===== src/rtl/mcu_cmd_sequencer.sv =====
// MCU command sequencer: buffers signed frequency-change events in a small FIFO
// and executes MCU GPIO commands, including a ready/valid DDS phase-increment load.
module mcu_cmd_sequencer #(
  parameter int PHASE_INC_WIDTH = 27,
  parameter int FIFO_DEPTH      = 8
) (
  input  logic                       aclk,
  input  logic                       reset_n,
  input  logic signed [7:0]          fq_change,
  input  logic                       fq_change_valid,
  input  logic [31:0]                from_mcu,
  output logic [31:0]                to_mcu,
  output logic                       fq_irq,
  output logic [PHASE_INC_WIDTH-1:0] phase_inc,
  output logic                       phase_inc_valid,
  input  logic                       phase_inc_ready
);

  localparam int AW = $clog2(FIFO_DEPTH);
  localparam int CW = $clog2(FIFO_DEPTH + 1);

  localparam logic [3:0] CMD_NOP           = 4'h0;
  localparam logic [3:0] CMD_GET_FQ_INC    = 4'h1;
  localparam logic [3:0] CMD_SET_PHASE_INC = 4'h2;
  localparam logic [3:0] CMD_GET_STATUS    = 4'h3;
  localparam logic [3:0] CMD_CLEAR         = 4'h4;

  typedef enum logic [1:0] {
    S_IDLE,
    S_EXEC,
    S_WAIT_DDS,
    S_RESPOND
  } state_t;

  state_t                     r_state;
  logic [31:0]                r_from_mcu_q;
  logic [3:0]                 r_cmd;
  logic [27:0]                r_data;
  logic [31:0]                r_to_mcu;
  logic [PHASE_INC_WIDTH-1:0] r_phase_inc;
  logic                       r_phase_inc_valid;

  logic                       r_fq_valid_prev;
  logic [7:0]                 r_mem [FIFO_DEPTH];
  logic [AW-1:0]              r_wr_ptr;
  logic [AW-1:0]              r_rd_ptr;
  logic [CW-1:0]              r_count;
  logic                       r_overflow;
  logic                       r_fq_irq;

  logic                       w_exec;
  logic                       w_empty;
  logic                       w_full;
  logic                       w_push_req;
  logic                       w_pop;
  logic                       w_clear;
  logic                       w_push;
  logic                       w_drop;
  logic [CW-1:0]              w_count_next;
  logic                       w_overflow_next;
  logic [1:0]                 w_flags_next;
  logic [7:0]                 w_rd_data;
  logic                       w_unused_data;

  // Data bits above the phase-increment width carry no meaning for any command.
  assign w_unused_data = ^r_data;

  assign w_exec     = (r_state == S_EXEC);
  assign w_empty    = (r_count == '0);
  assign w_full     = (r_count == CW'(FIFO_DEPTH));
  assign w_push_req = fq_change_valid & ~r_fq_valid_prev;
  assign w_pop      = w_exec && (r_cmd == CMD_GET_FQ_INC) && !w_empty;
  assign w_clear    = w_exec && (r_cmd == CMD_CLEAR);
  // A pop in the same cycle frees the slot, so a full FIFO still takes the push.
  assign w_push     = w_push_req && !w_clear && (!w_full || w_pop);
  assign w_drop     = w_push_req && !w_clear && w_full && !w_pop;
  assign w_rd_data  = r_mem[r_rd_ptr];

  // NOTE: every always_comb output gets a default first so no latch is inferred.
  always_comb begin
    w_count_next    = r_count;
    w_overflow_next = r_overflow;
    if (w_clear) begin
      w_count_next    = '0;
      w_overflow_next = 1'b0;
    end else begin
      if (w_push && !w_pop) w_count_next = r_count + CW'(1);
      if (!w_push && w_pop) w_count_next = r_count - CW'(1);
      if (w_drop)           w_overflow_next = 1'b1;
    end
  end

  assign w_flags_next = {(w_count_next == '0), w_overflow_next};

  // NOTE: the event storage has no reset; pointers and count alone qualify its contents.
  always_ff @(posedge aclk) begin
    if (w_push) r_mem[r_wr_ptr] <= fq_change;
  end

  // NOTE: sequential state is updated with non-blocking assignments only.
  always_ff @(posedge aclk or negedge reset_n) begin
    if (!reset_n) begin
      r_fq_valid_prev <= 1'b0;
      r_wr_ptr        <= '0;
      r_rd_ptr        <= '0;
      r_count         <= '0;
      r_overflow      <= 1'b0;
      r_fq_irq        <= 1'b0;
    end else begin
      r_fq_valid_prev <= fq_change_valid;
      r_count         <= w_count_next;
      r_overflow      <= w_overflow_next;
      r_fq_irq        <= !w_empty;
      if (w_clear) begin
        r_wr_ptr <= '0;
        r_rd_ptr <= '0;
      end else begin
        if (w_push) r_wr_ptr <= r_wr_ptr + AW'(1);
        if (w_pop)  r_rd_ptr <= r_rd_ptr + AW'(1);
      end
    end
  end

  always_ff @(posedge aclk or negedge reset_n) begin
    if (!reset_n) begin
      r_state           <= S_IDLE;
      r_from_mcu_q      <= '0;
      r_cmd             <= CMD_NOP;
      r_data            <= '0;
      r_to_mcu          <= '0;
      r_phase_inc       <= '0;
      r_phase_inc_valid <= 1'b0;
    end else begin
      r_from_mcu_q <= from_mcu;
      case (r_state)
        S_IDLE: begin
          r_to_mcu[29:28] <= w_flags_next;
          if (r_from_mcu_q[31:28] != CMD_NOP) begin
            r_cmd   <= r_from_mcu_q[31:28];
            r_data  <= r_from_mcu_q[27:0];
            r_state <= S_EXEC;
          end
        end
        S_EXEC: begin
          r_state <= S_RESPOND;
          case (r_cmd)
            CMD_GET_FQ_INC: begin
              // The empty bit reports whether this GET found nothing to pop.
              r_to_mcu <= {1'b1, 1'b0, w_empty, w_overflow_next,
                           w_pop ? {{20{w_rd_data[7]}}, w_rd_data} : 28'd0};
            end
            CMD_SET_PHASE_INC: begin
              r_phase_inc       <= r_data[PHASE_INC_WIDTH-1:0];
              r_phase_inc_valid <= 1'b1;
              r_state           <= S_WAIT_DDS;
            end
            CMD_GET_STATUS: r_to_mcu <= {2'b10, w_flags_next, 28'(r_count)};
            CMD_CLEAR:      r_to_mcu <= {2'b10, w_flags_next, 28'd0};
            default:        r_to_mcu <= {2'b11, w_flags_next, 28'd0};
          endcase
        end
        S_WAIT_DDS: begin
          if (phase_inc_ready) begin
            r_phase_inc_valid <= 1'b0;
            r_to_mcu          <= {2'b10, w_flags_next, 28'd0};
            r_state           <= S_RESPOND;
          end
        end
        S_RESPOND: begin
          if (r_from_mcu_q[31:28] == CMD_NOP) begin
            r_to_mcu[31:30] <= 2'b00;
            r_to_mcu[29:28] <= w_flags_next;
            r_state         <= S_IDLE;
          end
        end
        default: r_state <= S_IDLE;
      endcase
    end
  end

  assign to_mcu          = r_to_mcu;
  assign fq_irq          = r_fq_irq;
  assign phase_inc       = r_phase_inc;
  assign phase_inc_valid = r_phase_inc_valid;

endmodule


===== config.mk =====
export PLATFORM = sky130hd
export DESIGN_NAME = mcu_cmd_sequencer
export DESIGN_NICKNAME = d
export VERILOG_FILES = /design/src/rtl/mcu_cmd_sequencer.sv
export SDC_FILE = /design/constraint.sdc
export NUM_CORES = 1
export LEC_CHECK = 0
export BUFFER_PORTS_ARGS = -buffer_cell sky130_fd_sc_hd__buf_2
export CAP_MARGIN = 15
export CELL_PAD_IN_SITES_DETAIL_PLACEMENT = 2
export CELL_PAD_IN_SITES_GLOBAL_PLACEMENT = 2
export CORE_AREA = 2 2 143 145
export DETAILED_ROUTE_END_ITERATION = 8
export DIE_AREA = 0 0 145 147
export PLACE_DENSITY = 0.78
export SYNTH_ARGS = -nofsm -noshare
export SYNTH_HDL_FRONTEND = slang
export SYNTH_SLANG_ARGS = --single-unit
export TNS_END_PERCENT = 30

===== constraint.sdc =====
create_clock -name aclk -period 3.02 [get_ports aclk]
set_input_delay 0.453 -clock aclk [delete_from_list [all_inputs] [get_ports aclk]]
set_output_delay 0.453 -clock aclk [all_outputs]
set_load 0.03 [all_outputs]

# After elaboration in Yosys (flattened, before gate mapping)
# Memory sizes are Yosys's and may differ from the RTL's.
# Index checks and enable logic that the tools add are counted.
[totals] out_inout_bits=61 ff_bits=138 memories=1 wordCells=92 input_bits=44 ramBits=64
[op_classes] n_addsub=4 n_reduce_logical=31 bitwise=2 n_mux=26 eq_ne=13
[mem_list] memory="r_mem" words=8 word_bits=8 rd=1 rd_ports_with_merged_regs=0 wr=1 line_no="44" source="logic [7:0] r_mem [FIFO_DEPTH];"
[ops] op="case mux 32 bit (4 select lines)" n=1
[ops] op="case mux 28 bit (2 select lines)" n=1
[ops] op="2-to-1 mux 32 bit" n=1
[ops] op="2-to-1 mux 28 bit" n=1
[ops] op="2-to-1 mux 4 bit" n=4
[ops] op="case mux 2 bit (4 select lines)" n=2
[ops] op="logical NOT 4 bit" n=3
[ops] op="2-to-1 mux 3 bit" n=4
[ops] op="AND reduction 3 bit" n=4
[ops] op="logical AND 1 bit" n=9
[ops] op="== test 4 x 2 -> 1 bit, second input constant" n=2
[ops] op="inequality test 2 bit, second input constant" n=4
[ops] op="2-to-1 mux 1 bit" n=7
[ops] op="adder 3 x 1 -> 3 bit, second input constant" n=2
[ops] op="2-to-1 mux 2 bit" n=3
[ops] op="case mux 2 bit (3 select lines)" n=1
[ops] op="nonzero test 2 bit" n=3
[ops] op="logical NOT 1 bit" n=5
[ops] op="adder 4 x 1 -> 4 bit, second input constant" n=1
[ops] op="== test 2 bit, second input constant" n=2
[ops] op="== test 4 x 1 -> 1 bit, second input constant" n=1
[ops] op="== test 4 x 3 -> 1 bit, second input constant" n=1
[ops] op="== test 4 bit, second input constant" n=1
[ops] op="AND reduction 2 bit" n=2
[ops] op="other kinds (11)" n=11

# Logic depth before layout (Yosys ltp)
# Gate-level depths: netlist of the first run.
[depth] ltp_word=12 ltp_mapped=10 mapped_depth_nobuf=8

# Worst setup path after synthesis of the first run
# Ideal clock, no wire load.
[synth_path] path_type="register to register" from="reg r_state[1]" to="mem r_mem[2][0], enable pin" path_buffers=0 arrival_time_ps=2519 slack_ps=116 path_stages_with_launch=8 synth_period_minus_slack_ps=2904 setup_time_ps=385 path_cell_list="dfrtp_1 -> inv_1 -> ha_1 -> nor4b_4 -> nand2_4 -> a311oi_4 -> nand2b_1 -> nor3b_1"
[synth_between] elab_chain_cells=7 word_cells_on_any_way=10
[synth_rtl] item="start: declaration" line_no="35" source="state_t r_state;"
[synth_rtl] item="start signal: assignment" line_no="126" source="r_state <= S_IDLE;"
[synth_rtl] item="start signal: assignment" line_no="141" source="r_state <= S_EXEC;"
[synth_rtl] item="start signal: assignment" line_no="145" source="r_state <= S_RESPOND;"
[synth_rtl] item="== test 2 x 1 -> 1 bit (*)" line_no="68" source="assign w_exec = (r_state == S_EXEC);"
[synth_rtl] item="logical AND 1 bit, on equally long branches" line_no="73, 72"
[synth_rtl] item="logical NOT 1 bit or logical AND 1 bit (tied branches)" line_no="75, 72"
[synth_rtl] item="logical AND 1 bit or logical OR 1 bit (tied branches)" line_no="75" source="assign w_push = w_push_req && !w_clear && (!w_full || w_pop);"
[synth_rtl] item="logical AND 1 bit (*)" line_no="75"
[synth_rtl] item="2-to-1 mux 1 bit (*)" line_no="97" source="if (w_push) r_mem[r_wr_ptr] <= fq_change;"
[synth_rtl] item="2-to-1 mux 1 bit (not written as such) (*)" line_no="97"
[synth_rtl] item="end: declaration" line_no="44"
# Every way passes the cells marked *; elsewhere a longest branch is shown, timed or not.

# Worst setup path after layout of the first run
[layout_path] from="reg r_state[1]" to="mem r_mem[4][4], enable pin"
# Same word-level chain as after synthesis.

==> results.sh, run 1 <==
export IMPL_cp_end_kind="flop"
export IMPL_cp_cell_sequence="inv_1, ha_2, nor4b_4, nand2_4, a311oi_4, nand2b_1, nor3b_2, buf_4"
export IMPL_antenna_left=0
export IMPL_die_area_mm2=0.02132
export IMPL_rr_endpoint="r_mem[4][4]"
export IMPL_synth_most_common_cell="dfrtp_1"
export IMPL_ys_ff_latch=181
export IMPL_cp_slowest_cell="a311oi_4"
export IMPL_drive_above_1_share_pct=42.98
export IMPL_synth_common_cells="dfrtp_1 (117), edfxtp_1 (64), mux2_2 (56)"
export IMPL_clockRootBuffer="clkbuf_16"
export IMPL_wl_per_cell_um=19.25
export IMPL_die_h_um=147
export IMPL_critPathLaunchType="flop"
export IMPL_gp_congestion=0.7544
export IMPL_hp_class="input pin to flop"
export IMPL_cts_tree="done"
export IMPL_crit_buf_inv=2
export IMPL_die_w_um=145
export IMPL_netlist_area_mm2=0.007178
export IMPL_p_leak_nw=3.602
export IMPL_period_share_pct=91.61
export IMPL_nFillCells=1923
export IMPL_synth_largest_area_cell="dfrtp_1"
export IMPL_p_per_area_mw_per_mm2=985.2
export IMPL_path_clk_slew_ns=0.07
export IMPL_rows=52
export IMPL_syn_avg_cell_area_um2=16.06
export IMPL_synthArstFlopShare_pct=64.64
export IMPL_fin_worst_skew_ns=0.008503
export IMPL_antenna_found_initial=1
export IMPL_holdPathStages=1
export IMPL_routed_via_density=4.812
export IMPL_crit_family="simple AND/OR/NAND/NOR gates"
export IMPL_setup_viol=0
export IMPL_critical_path_class="flop to flop"
export IMPL_ys_types=56
export IMPL_postLayoutSetupSlackWorst_ns=0.2534
export IMPL_crit_fanout=9
export IMPL_wl_met3_um=371
export IMPL_worst_slew_pin_slew_ns=0.8143
export IMPL_drt_wl_total_um=16060
export IMPL_r2r_cells=8
export IMPL_r2r_slack_ns=0.25
export IMPL_max_vdd_ir_drop_uv=399.5
export IMPL_insertion_delay_ns=0.42
export IMPL_rsz0062_at_grt="no"
export IMPL_vias=4013
export IMPL_synthTopCellsByArea="dfrtp_1 (41%), edfxtp_1 (27%), mux2_2 (8.8%)"
export IMPL_numCtsBuffers=17
export IMPL_syn_instance_count=447
export IMPL_syn_to_final_growth_pct=19.05
export IMPL_outcome="completed"
export IMPL_grt_max_degree=89
export IMPL_initial_core_util_pct=36.17
export IMPL_hold_viol_final=0
export IMPL_hold_worst_slack_ns=0.1314
export IMPL_place_ws_ns=0.1378
export IMPL_slew_viol_final=0
export IMPL_cap_violations=0
export IMPL_seq_area_frac_synth_pct=67.56
export IMPL_grt_use_total_pct=16.17
export IMPL_synth_edf_count=64
export IMPL_netlist_area_leader_share_pct=40.79
export IMPL_port_buffers=103
export IMPL_drt_iter0_drc=189
export IMPL_yosysWarnings=0
export IMPL_first_global_vias=4728
export IMPL_core_mm2=0.01984
export IMPL_min_to="r_from_mcu_q[16]"
export IMPL_reg2reg_from="r_state[1]"
export IMPL_cts_buffer_depth=2
export IMPL_fmax_mhz=361.5
export IMPL_wl_met1_um=6901
export IMPL_firstDrtPassIters=4
export IMPL_htreeDepth=4
export IMPL_finalSetupTns_ns=0
export IMPL_relSlewSlack_pct=45.71
export IMPL_ys_flop_type="dfrtp_1"
export IMPL_synth_fp_nets=501
export IMPL_wl_met2_um=8562
export IMPL_overflow=0
export IMPL_drc=0
export IMPL_nNetsFinal=604
export IMPL_grt_pass1_wl_um=26720
export IMPL_dpl_hpwl_um=11480
export IMPL_ios=105
export IMPL_cpPeakStageDelay_ns=0.47
export IMPL_worstHoldStart="from_mcu[16]"
export IMPL_fin_crit_ns=2.767
export IMPL_arrival_ns=2.89
export IMPL_maxUsedRoutingLayer="met4"
export IMPL_cp_required_ns=3.14
export IMPL_cts_sinks=181
export IMPL_fin_util_pct=43.06
registers in the layout (all words and copies together), names as in the netlist:
| name | flops |
|---|---|
| phase_inc_valid | 1 |
| fq_irq | 1 |
| r_state | 2 |
| r_mem | 64 |
| r_from_mcu_q | 31 |
| r_wr_ptr | 3 |
| r_data | 27 |
| r_count | 4 |
| phase_inc | 27 |
| to_mcu | 12 |
| r_fq_valid_prev | 1 |
| r_cmd | 4 |
| r_rd_ptr | 3 |
| r_overflow | 1 |
final cells by class:
class | count | area (µm²) | area share [%]
flip-flops and latches | 181 | 4850 | 56.75
inverters | 7 | 26.28 | 0.3075
well taps | 270 | 337.8 | 3.953
diodes | 1 | 2.502 | 0.02928
multi-input cells | 221 | 2053 | 24.03
clock buffers | 20 | 467.9 | 5.476
repair buffers | 122 | 675.6 | 7.906
clock inverters | 12 | 132.6 | 1.552
metal layers:
metal,vias to the layer above,global-route usage [%]
li1,1827,-
met1,2121,19.80
met2,52,28.81
met3,13,3.509
met4,0,4.851
met5,-,0
report_power, final:
part           internal, mW  switching [mW]  total [mW]  leakage (nW)
Clock                  1.24           0.977        2.22         0.298
Sequential             3.13           0.496        3.63          1.99
Combinational          1.14            1.43        2.57          1.31
Total                  5.51            2.91        8.42          3.60
cell usage in the layout, fill, tap and decap left out, types with 2 or more instances in the layout:
cell type / instances
dfrtp_1: 117
a31oi_1: 2
o21ai_0: 16
ha_1: 9
clkinv_4: 3
nor4b_4: 2
inv_1: 7
inv_8: 4
nand3_1: 5
xor2_1: 2
buf_4: 18
nand2b_1: 4
a21oi_1: 9
edfxtp_1: 64
inv_6: 3
a22o_1: 8
nor2_1: 16
a21oi_2: 2
mux4_2: 16
nor3_1: 3
nor4b_1: 2
mux2_2: 56
clkbuf_16: 18
buf_2: 102
mux2i_1: 10
nand2_1: 24
nor3b_1: 3
worst reg2reg max path, stage by stage, from the launching register on:
cell and delay (ns):
dfrtp_1 0.43, inv_1 0.15, ha_2 0.28, nor4b_4 0.30, nand2_4 0.14, a311oi_4 0.48
nand2b_1 0.25, nor3b_2 0.23, buf_4 0.21
timing repair:
item / CTS / global route
setup endpoints to repair: 0 / 40
setup buffers: 0 / 1
endpoints found under the hold margin: 29 / 0
resized for setup: 0 / 2
hold buffers: 1 / 0
worst max path at each step:
stage	startpoint	to	cells past startpoint
final	r_state[1]	r_mem[4][4]	8
after global routing	r_state[1]	r_mem[2][6]	8
after CTS	r_state[1]	r_mem[4][4]	8
after detailed placement	r_state[1]	r_mem[4][6]	8
after global placement	r_state[1]	r_mem[4][7]	8
after floorplan	r_state[1]	r_mem[2][0]	7
per-stage QoR:
step / cell area, µm² / std cells / total power [mW]
after floorplan: 7178 / 447 / 5.434
after global placement: 7918 / 799 / 6.038
after detailed placement: 7918 / 799 / 6.280
after CTS: 8528 / 832 / 8.542
after global routing: 8546 / 834 / 8.921
final: 8546 / 834 / 8.419
kinds of logic (layout without fill, tap and decap cells):
group	after synthesis	after routing	synth area share, %
AND/OR/NAND/NOR	75	75	6.049
flip-flops	181	181	67.56
XOR/XNOR	3	3	0.3661
buffers and inverters	45	161	3.939
AO/OA/AOI/OAI	51	51	5.142
adder cells (fa/ha/maj)	10	10	1.743
multiplexers	82	82	15.20
other	0	1	0
(Power assumes the default switching activity.)
==> run 2: changes to the inputs <==
--- a/config.mk
+++ b/config.mk
@@ -9,10 +9,11 @@
 export CAP_MARGIN = 15
 export CELL_PAD_IN_SITES_DETAIL_PLACEMENT = 2
 export CELL_PAD_IN_SITES_GLOBAL_PLACEMENT = 2
-export CORE_AREA = 2 2 143 145
+export CORE_AREA = 2 2 136 138
 export DETAILED_ROUTE_END_ITERATION = 8
-export DIE_AREA = 0 0 145 147
-export PLACE_DENSITY = 0.78
+export DIE_AREA = 0 0 138 140
+export PLACE_DENSITY = 0.82
+export REMOVE_ABC_BUFFERS = 1
 export SYNTH_ARGS = -nofsm -noshare
 export SYNTH_HDL_FRONTEND = slang
 export SYNTH_SLANG_ARGS = --single-unit
==> constraint.sdc (replaced) <==
create_clock -name aclk -period 3 [get_ports aclk]
set_input_delay 0.45 -clock aclk [delete_from_list [all_inputs] [get_ports aclk]]
set_output_delay 0.45 -clock aclk [all_outputs]
set_load 0.03 [all_outputs]
==> run 2 against run 1 <==
Sequential share of layout area grew 0.18 points. Total power grew 2.7%. Sequential power grew 1%. Clock skew grew 0.0013 ns. Sequential cell count is the same. First-iteration DRC count shrank 3.2%. Die area shrank 9.4%. Worst hold slack lost 0.075 ns. Critical path depth is the same. Design area shrank 0.32%. Utilization grew 4.8 points. Register-to-register slack lost 0.10 ns. Critical endpoint unchanged. Largest cell class unchanged. Largest power group unchanged. Highest routed layer unchanged.
==> results.sh, run 2 (synthesis gave the netlist of run 1 again) <==
export IMPL_critical_path_class="flop to flop"
export IMPL_die_w_um=138
export IMPL_ios=105
export IMPL_hold_worst_slack_ns=0.05664
export IMPL_p_per_area_mw_per_mm2=1015
export IMPL_largest_register_ffs=64
export IMPL_antenna_found_initial=1
export IMPL_drc=0
export IMPL_drt_iter0_drc=183
export IMPL_wl_per_cell_um=22.19
export IMPL_reg_largest_list="r_mem (64), r_from_mcu_q (31)"
export IMPL_finalSetupTns_ns=0
export IMPL_reg2reg_from="r_state[1]"
export IMPL_rows=49
export IMPL_r2r_slack_ns=0.15
export IMPL_numCtsBuffers=17
export IMPL_cpPeakStageDelay_ns=0.48
export IMPL_cp_cell_sequence="inv_1, ha_2, nor4b_4, nand2_4, a311oi_4, nand2b_1, nor3b_1, buf_4"
export IMPL_fin_worst_skew_ns=0.009824
export IMPL_worst_slew_pin_slew_ns=0.9706
export IMPL_cp_slowest_cell="a311oi_4"
export IMPL_period_share_pct=94.91
export IMPL_crit_family="simple AND/OR/NAND/NOR gates"
export IMPL_cts_tree="done"
export IMPL_rsz0062_at_grt="yes"
export IMPL_place_ws_ns=0.1353
export IMPL_drive_above_1_share_pct=43.09
export IMPL_final_common_cell="dfrtp_1"
export IMPL_final_area_mm2=0.008518
export IMPL_cap_violations=0
export IMPL_nNetsFinal=605
export IMPL_max_vdd_ir_drop_uv=439.0
export IMPL_placed_area_mm2=0.007874
export IMPL_power_total_mw=8.646
export IMPL_insertion_delay_ns=0.43
export IMPL_critPathLaunchType="flop"
export IMPL_crit_buf_inv=2
export IMPL_grt_pass1_wl_um=27940
export IMPL_fin_crit_ns=2.847
export IMPL_drt_wl_total_um=17620
export IMPL_initial_core_util_pct=40.37
export IMPL_die_h_um=140
export IMPL_rr_endpoint="r_mem[4][4]"
export IMPL_clockRootBuffer="clkbuf_16"
export IMPL_cts_sinks=181
export IMPL_firstDrtPassIters=4
export IMPL_syn_to_final_growth_pct=18.67
export IMPL_cp_required_ns=3.13
export IMPL_path_clk_slew_ns=0.07
export IMPL_first_global_vias=4711
export IMPL_top_register="r_mem"
export IMPL_antenna_left=0
export IMPL_routed_via_density=5.065
export IMPL_gp_congestion=0.7520
export IMPL_dpl_hpwl_um=11830
export IMPL_relSlewSlack_pct=35.29
export IMPL_grt_use_total_pct=19.09
export IMPL_htreeDepth=4
export IMPL_cts_hold_buf=0
export IMPL_vias=4022
export IMPL_r2r_cells=8
export IMPL_arrival_ns=2.97
export IMPL_crit_fanout=9
export IMPL_fmax_mhz=351.2
export IMPL_setup_viol=0
export IMPL_p_leak_nw=3.615
export IMPL_most_common_layout_cells="dfrtp_1 (117), buf_2 (102), edfxtp_1 (64)"
export IMPL_overflow=0
export IMPL_postLayoutSetupSlackWorst_ns=0.1528
export IMPL_cts_buffer_depth=2
export IMPL_port_buffers=103
export IMPL_core_mm2=0.01778
export IMPL_outcome="completed"
export IMPL_hp_class="input pin to async pin"
export IMPL_slew_viol_final=0
export IMPL_grt_max_degree=118
export IMPL_die_area_mm2=0.01932
export IMPL_hold_viol_final=0
export IMPL_cp_end_kind="flop"
-- run 2: cell count changes in the layout (fill, tap and decap cells not counted), sizes merged --
cell,previous run,this run
dlygate4sd3,1,0
clkbuf,20,21
clkinv,4,3
buf,121,123
-- run 2: per-stage QoR --
| stage | std cells | util [%] |
|---|---|---|
| 2_1_floorplan | 409 | - |
| 3_3_place_gp | 759 | 44.29 |
| 3_5_place_dp | 759 | 44.29 |
| 4_1_cts | 791 | 47.80 |
| 5_1_grt | 794 | 47.91 |
| 6_report | 794 | 47.91 |
-- run 2: final cells by class --
class                   count  area, µm²
diodes                      1      2.502
clock buffers              21      504.2
clock inverters            11      120.1
fillers                  1680       9261
inverters                   7      26.28
multi-input cells         221       2048
flip-flops and latches    181       4850
well taps                 229      286.5
repair buffers            123      680.7
-- run 2: worst max path at each step --
| stage | startpoint | slack [ns] | end | depth (start not counted) |
|---|---|---|---|---|
| 2_1_floorplan | to_mcu[26] | -1.50 | to_mcu[10] | 0 |
| 3_3_place_gp | r_state[1] | 0.38 | r_mem[2][0] | 8 |
| 3_5_place_dp | r_state[1] | 0.14 | r_mem[4][6] | 8 |
| 4_1_cts | r_state[1] | 0.07 | r_mem[4][4] | 8 |
| 5_1_grt | r_state[1] | -0.05 | r_mem[4][4] | 8 |
| 6_report | r_state[1] | 0.15 | r_mem[4][4] | 8 |
-- run 2: worst reg2reg max path, delay by kind of cell, from the launching register on --
kind	cells	cell delay (ns)
AND/OR/NAND/NOR	4	0.95
AO/OA/AOI/OAI	1	0.48
flip-flops	1	0.44
buffers and inverters	2	0.40
adder cells (fa/ha/maj)	1	0.28
-- run 2: what timing repair did --
action	4_1_cts	5_1_grt
setup buffers	0	2
setup endpoints to repair	0	56
hold endpoints to repair	0	0
resized for setup	0	1
-- run 2: routing by layer --
layer  vias up  GRT usage, %  share of wire, %
met5         -             0                 0
met4         0         5.639              0.77
met3         8         3.726               1.6
met2        50         35.59                57
met1      2141         22.34                41
li1       1823             -                 -
-- run 2: where the power goes --
group	internal, mW	leakage (nW)	switching (mW)
sequential	3.15	1.99	0.528
clock	1.32	0.307	1.01
combinational	1.15	1.32	1.49
==> run 3: changes to the inputs <==
--- a/config.mk
+++ b/config.mk
@@ -10,6 +10,7 @@
 export CELL_PAD_IN_SITES_DETAIL_PLACEMENT = 2
 export CELL_PAD_IN_SITES_GLOBAL_PLACEMENT = 2
 export CORE_AREA = 2 2 136 138
+export CTS_BUF_LIST = sky130_fd_sc_hd__clkbuf_4 sky130_fd_sc_hd__clkbuf_8 sky130_fd_sc_hd__clkbuf_16
 export DETAILED_ROUTE_END_ITERATION = 8
 export DIE_AREA = 0 0 138 140
 export PLACE_DENSITY = 0.82
==> run 3 against run 2 <==
Die area did not move. Count of clock-buffer cells in the layout unchanged. Design area hardly changed. First-iteration DRC count down 7.7%. Utilization about the same. Total power barely moved. Cell count stayed put. Sequential share of layout area about the same. Maximum frequency is essentially flat. Clock power is essentially flat. Worst hold slack improved by 0.029 ns. Critical path type unchanged. Critical endpoint unchanged.
==> results.sh, run 3 (synthesis gave the netlist of run 1 again) <==
export IMPL_internal_power_mw=5.630
export IMPL_outcome="completed"
export IMPL_firstDrtPassIters=4
export IMPL_power_total_mw=8.644
export IMPL_period_share_pct=94.97
export IMPL_fin_util_pct=47.93
export IMPL_die_area_mm2=0.01932
export IMPL_finalSetupTns_ns=0
export IMPL_fin_worst_skew_ns=0.01033
export IMPL_cts_sinks=181
export IMPL_initial_core_util_pct=40.37
export IMPL_arrival_ns=2.98
export IMPL_ios=105
export IMPL_switching_power_mw=3.013
export IMPL_nNetsFinal=605
export IMPL_insertion_delay_ns=0.43
export IMPL_rows=49
export IMPL_cts_hold_buf=0
export IMPL_drt_wl_total_um=17520
export IMPL_r2r_cells=8
export IMPL_r2r_slack_ns=0.15
export IMPL_dpl_hpwl_um=11830
export IMPL_clkPwrFrac_pct=27.0
export IMPL_cap_violations=0
export IMPL_slew_viol_final=0
export IMPL_swShare_pct=34.86
export IMPL_reg_largest_list="r_mem (64), r_from_mcu_q (31)"
export IMPL_worst_slew_pin_slew_ns=0.9617
export IMPL_fin_crit_ns=2.849
export IMPL_most_common_layout_cells="dfrtp_1 (117), buf_2 (102), edfxtp_1 (64)"
export IMPL_path_clk_slew_ns=0.07
export IMPL_port_buffers=103
export IMPL_cts_buffer_depth=2
export IMPL_drive_above_1_share_pct=43.26
export IMPL_critPathLaunchType="flop"
export IMPL_p_leak_nw=3.619
export IMPL_fmax_mhz=351.0
export IMPL_largest_register_ffs=64
export IMPL_pwr_share_seq_pct=42.5
export IMPL_wl_per_cell_um=22.06
export IMPL_hold_viol_final=0
export IMPL_first_global_vias=4722
export IMPL_numCtsBuffers=17
export IMPL_antenna_left=0
export IMPL_final_area_mm2=0.008522
export IMPL_vias=4053
export IMPL_critical_path_class="flop to flop"
export IMPL_cp_required_ns=3.13
export IMPL_core_mm2=0.01778
export IMPL_clockRootBuffer="clkbuf_16"
export IMPL_top_register="r_mem"
export IMPL_relSlewSlack_pct=35.89
export IMPL_hp_class="input pin to async pin"
export IMPL_cp_end_kind="flop"
export IMPL_rr_endpoint="r_mem[4][4]"
export IMPL_final_common_cell="dfrtp_1"
export IMPL_placed_area_mm2=0.007874
export IMPL_rsz0062_at_grt="yes"
export IMPL_overflow=0
export IMPL_drc=0
export IMPL_grt_use_total_pct=19.08
export IMPL_routed_via_density=5.105
export IMPL_antenna_found_initial=1
export IMPL_grt_max_degree=118
export IMPL_gp_congestion=0.7520
export IMPL_max_vdd_ir_drop_uv=444.2
export IMPL_crit_fanout=9
export IMPL_syn_to_final_growth_pct=18.72
export IMPL_p_per_area_mw_per_mm2=1014
export IMPL_p_comb_share_pct=30.5
export IMPL_die_h_um=140
export IMPL_setup_viol=0
export IMPL_drt_iter0_drc=169
export IMPL_cts_tree="done"
export IMPL_grt_pass1_wl_um=27950
export IMPL_reg2reg_from="r_state[1]"
export IMPL_htreeDepth=4
export IMPL_die_w_um=138
==> run 3: worst max-delay path, cell delays in order (launching register included) <==
cell,delay [ns]
dfrtp_1,0.43
inv_1,0.16
ha_2,0.28
nor4b_4,0.30
nand2_4,0.14
a311oi_4,0.48
nand2b_1,0.23
nor3b_1,0.27
buf_4,0.24
==> run 3: how the worst max path moves through the flow <==
stage	from	to	cells past startpoint
CTS	r_state[1]	r_mem[4][4]	8
detailed placement	r_state[1]	r_mem[4][6]	8
global placement	r_state[1]	r_mem[2][0]	8
global route	r_state[1]	r_mem[4][4]	8
finish	r_state[1]	r_mem[4][4]	8
floorplan	to_mcu[26]	to_mcu[10]	0
==> run 3: power groups by stage <==
stage,logic (mW),clock network [mW],registers (mW)
6_report,2.63,2.33,3.68
3_5_place_dp,2.63,0,3.72
5_1_grt,2.85,2.48,3.77
2_1_floorplan,1.38,0,4.00
3_3_place_gp,2.46,0,3.62
4_1_cts,2.68,2.41,3.69
==> run 3: area by class of cell <==
type                       count  area, µm²
timing repair buffer         123      680.7
sequential                   181       4850
clock buffer                  21      508.0
inverter                       7      26.28
antenna                        1      2.502
fill                        1678       9258
clock inverter                11      120.1
tap                          229      286.5
multi-input combinational    221       2048
==> run 3: through the flow <==
step	hold WS (ns)	setup WS, ns	std cells
2_1_floorplan	0.1544	-1.503	409
3_3_place_gp	0.4577	0.3848	759
3_5_place_dp	0.4680	0.1353	759
4_1_cts	0.09716	0.06945	791
5_1_grt	0.09871	-0.05039	794
6_report	0.08520	0.1510	794
==> run 3: per-layer routing <==
| layer | up-vias | share of wire, % | track usage [%] |
|---|---|---|---|
| met3 | 10 | 1.8 | 3.726 |
| met2 | 52 | 56 | 35.57 |
| met1 | 2172 | 41 | 22.34 |
| met5 | - | 0 | 0 |
| met4 | 0 | 0.94 | 5.639 |
| li1 | 1819 | - | - |
==> run 3: repair_timing <==
item | 4_1_cts | 5_1_grt
setup endpoints to repair | 0 | 56
gates resized for setup | 0 | 1
buffers inserted | 0 | 2
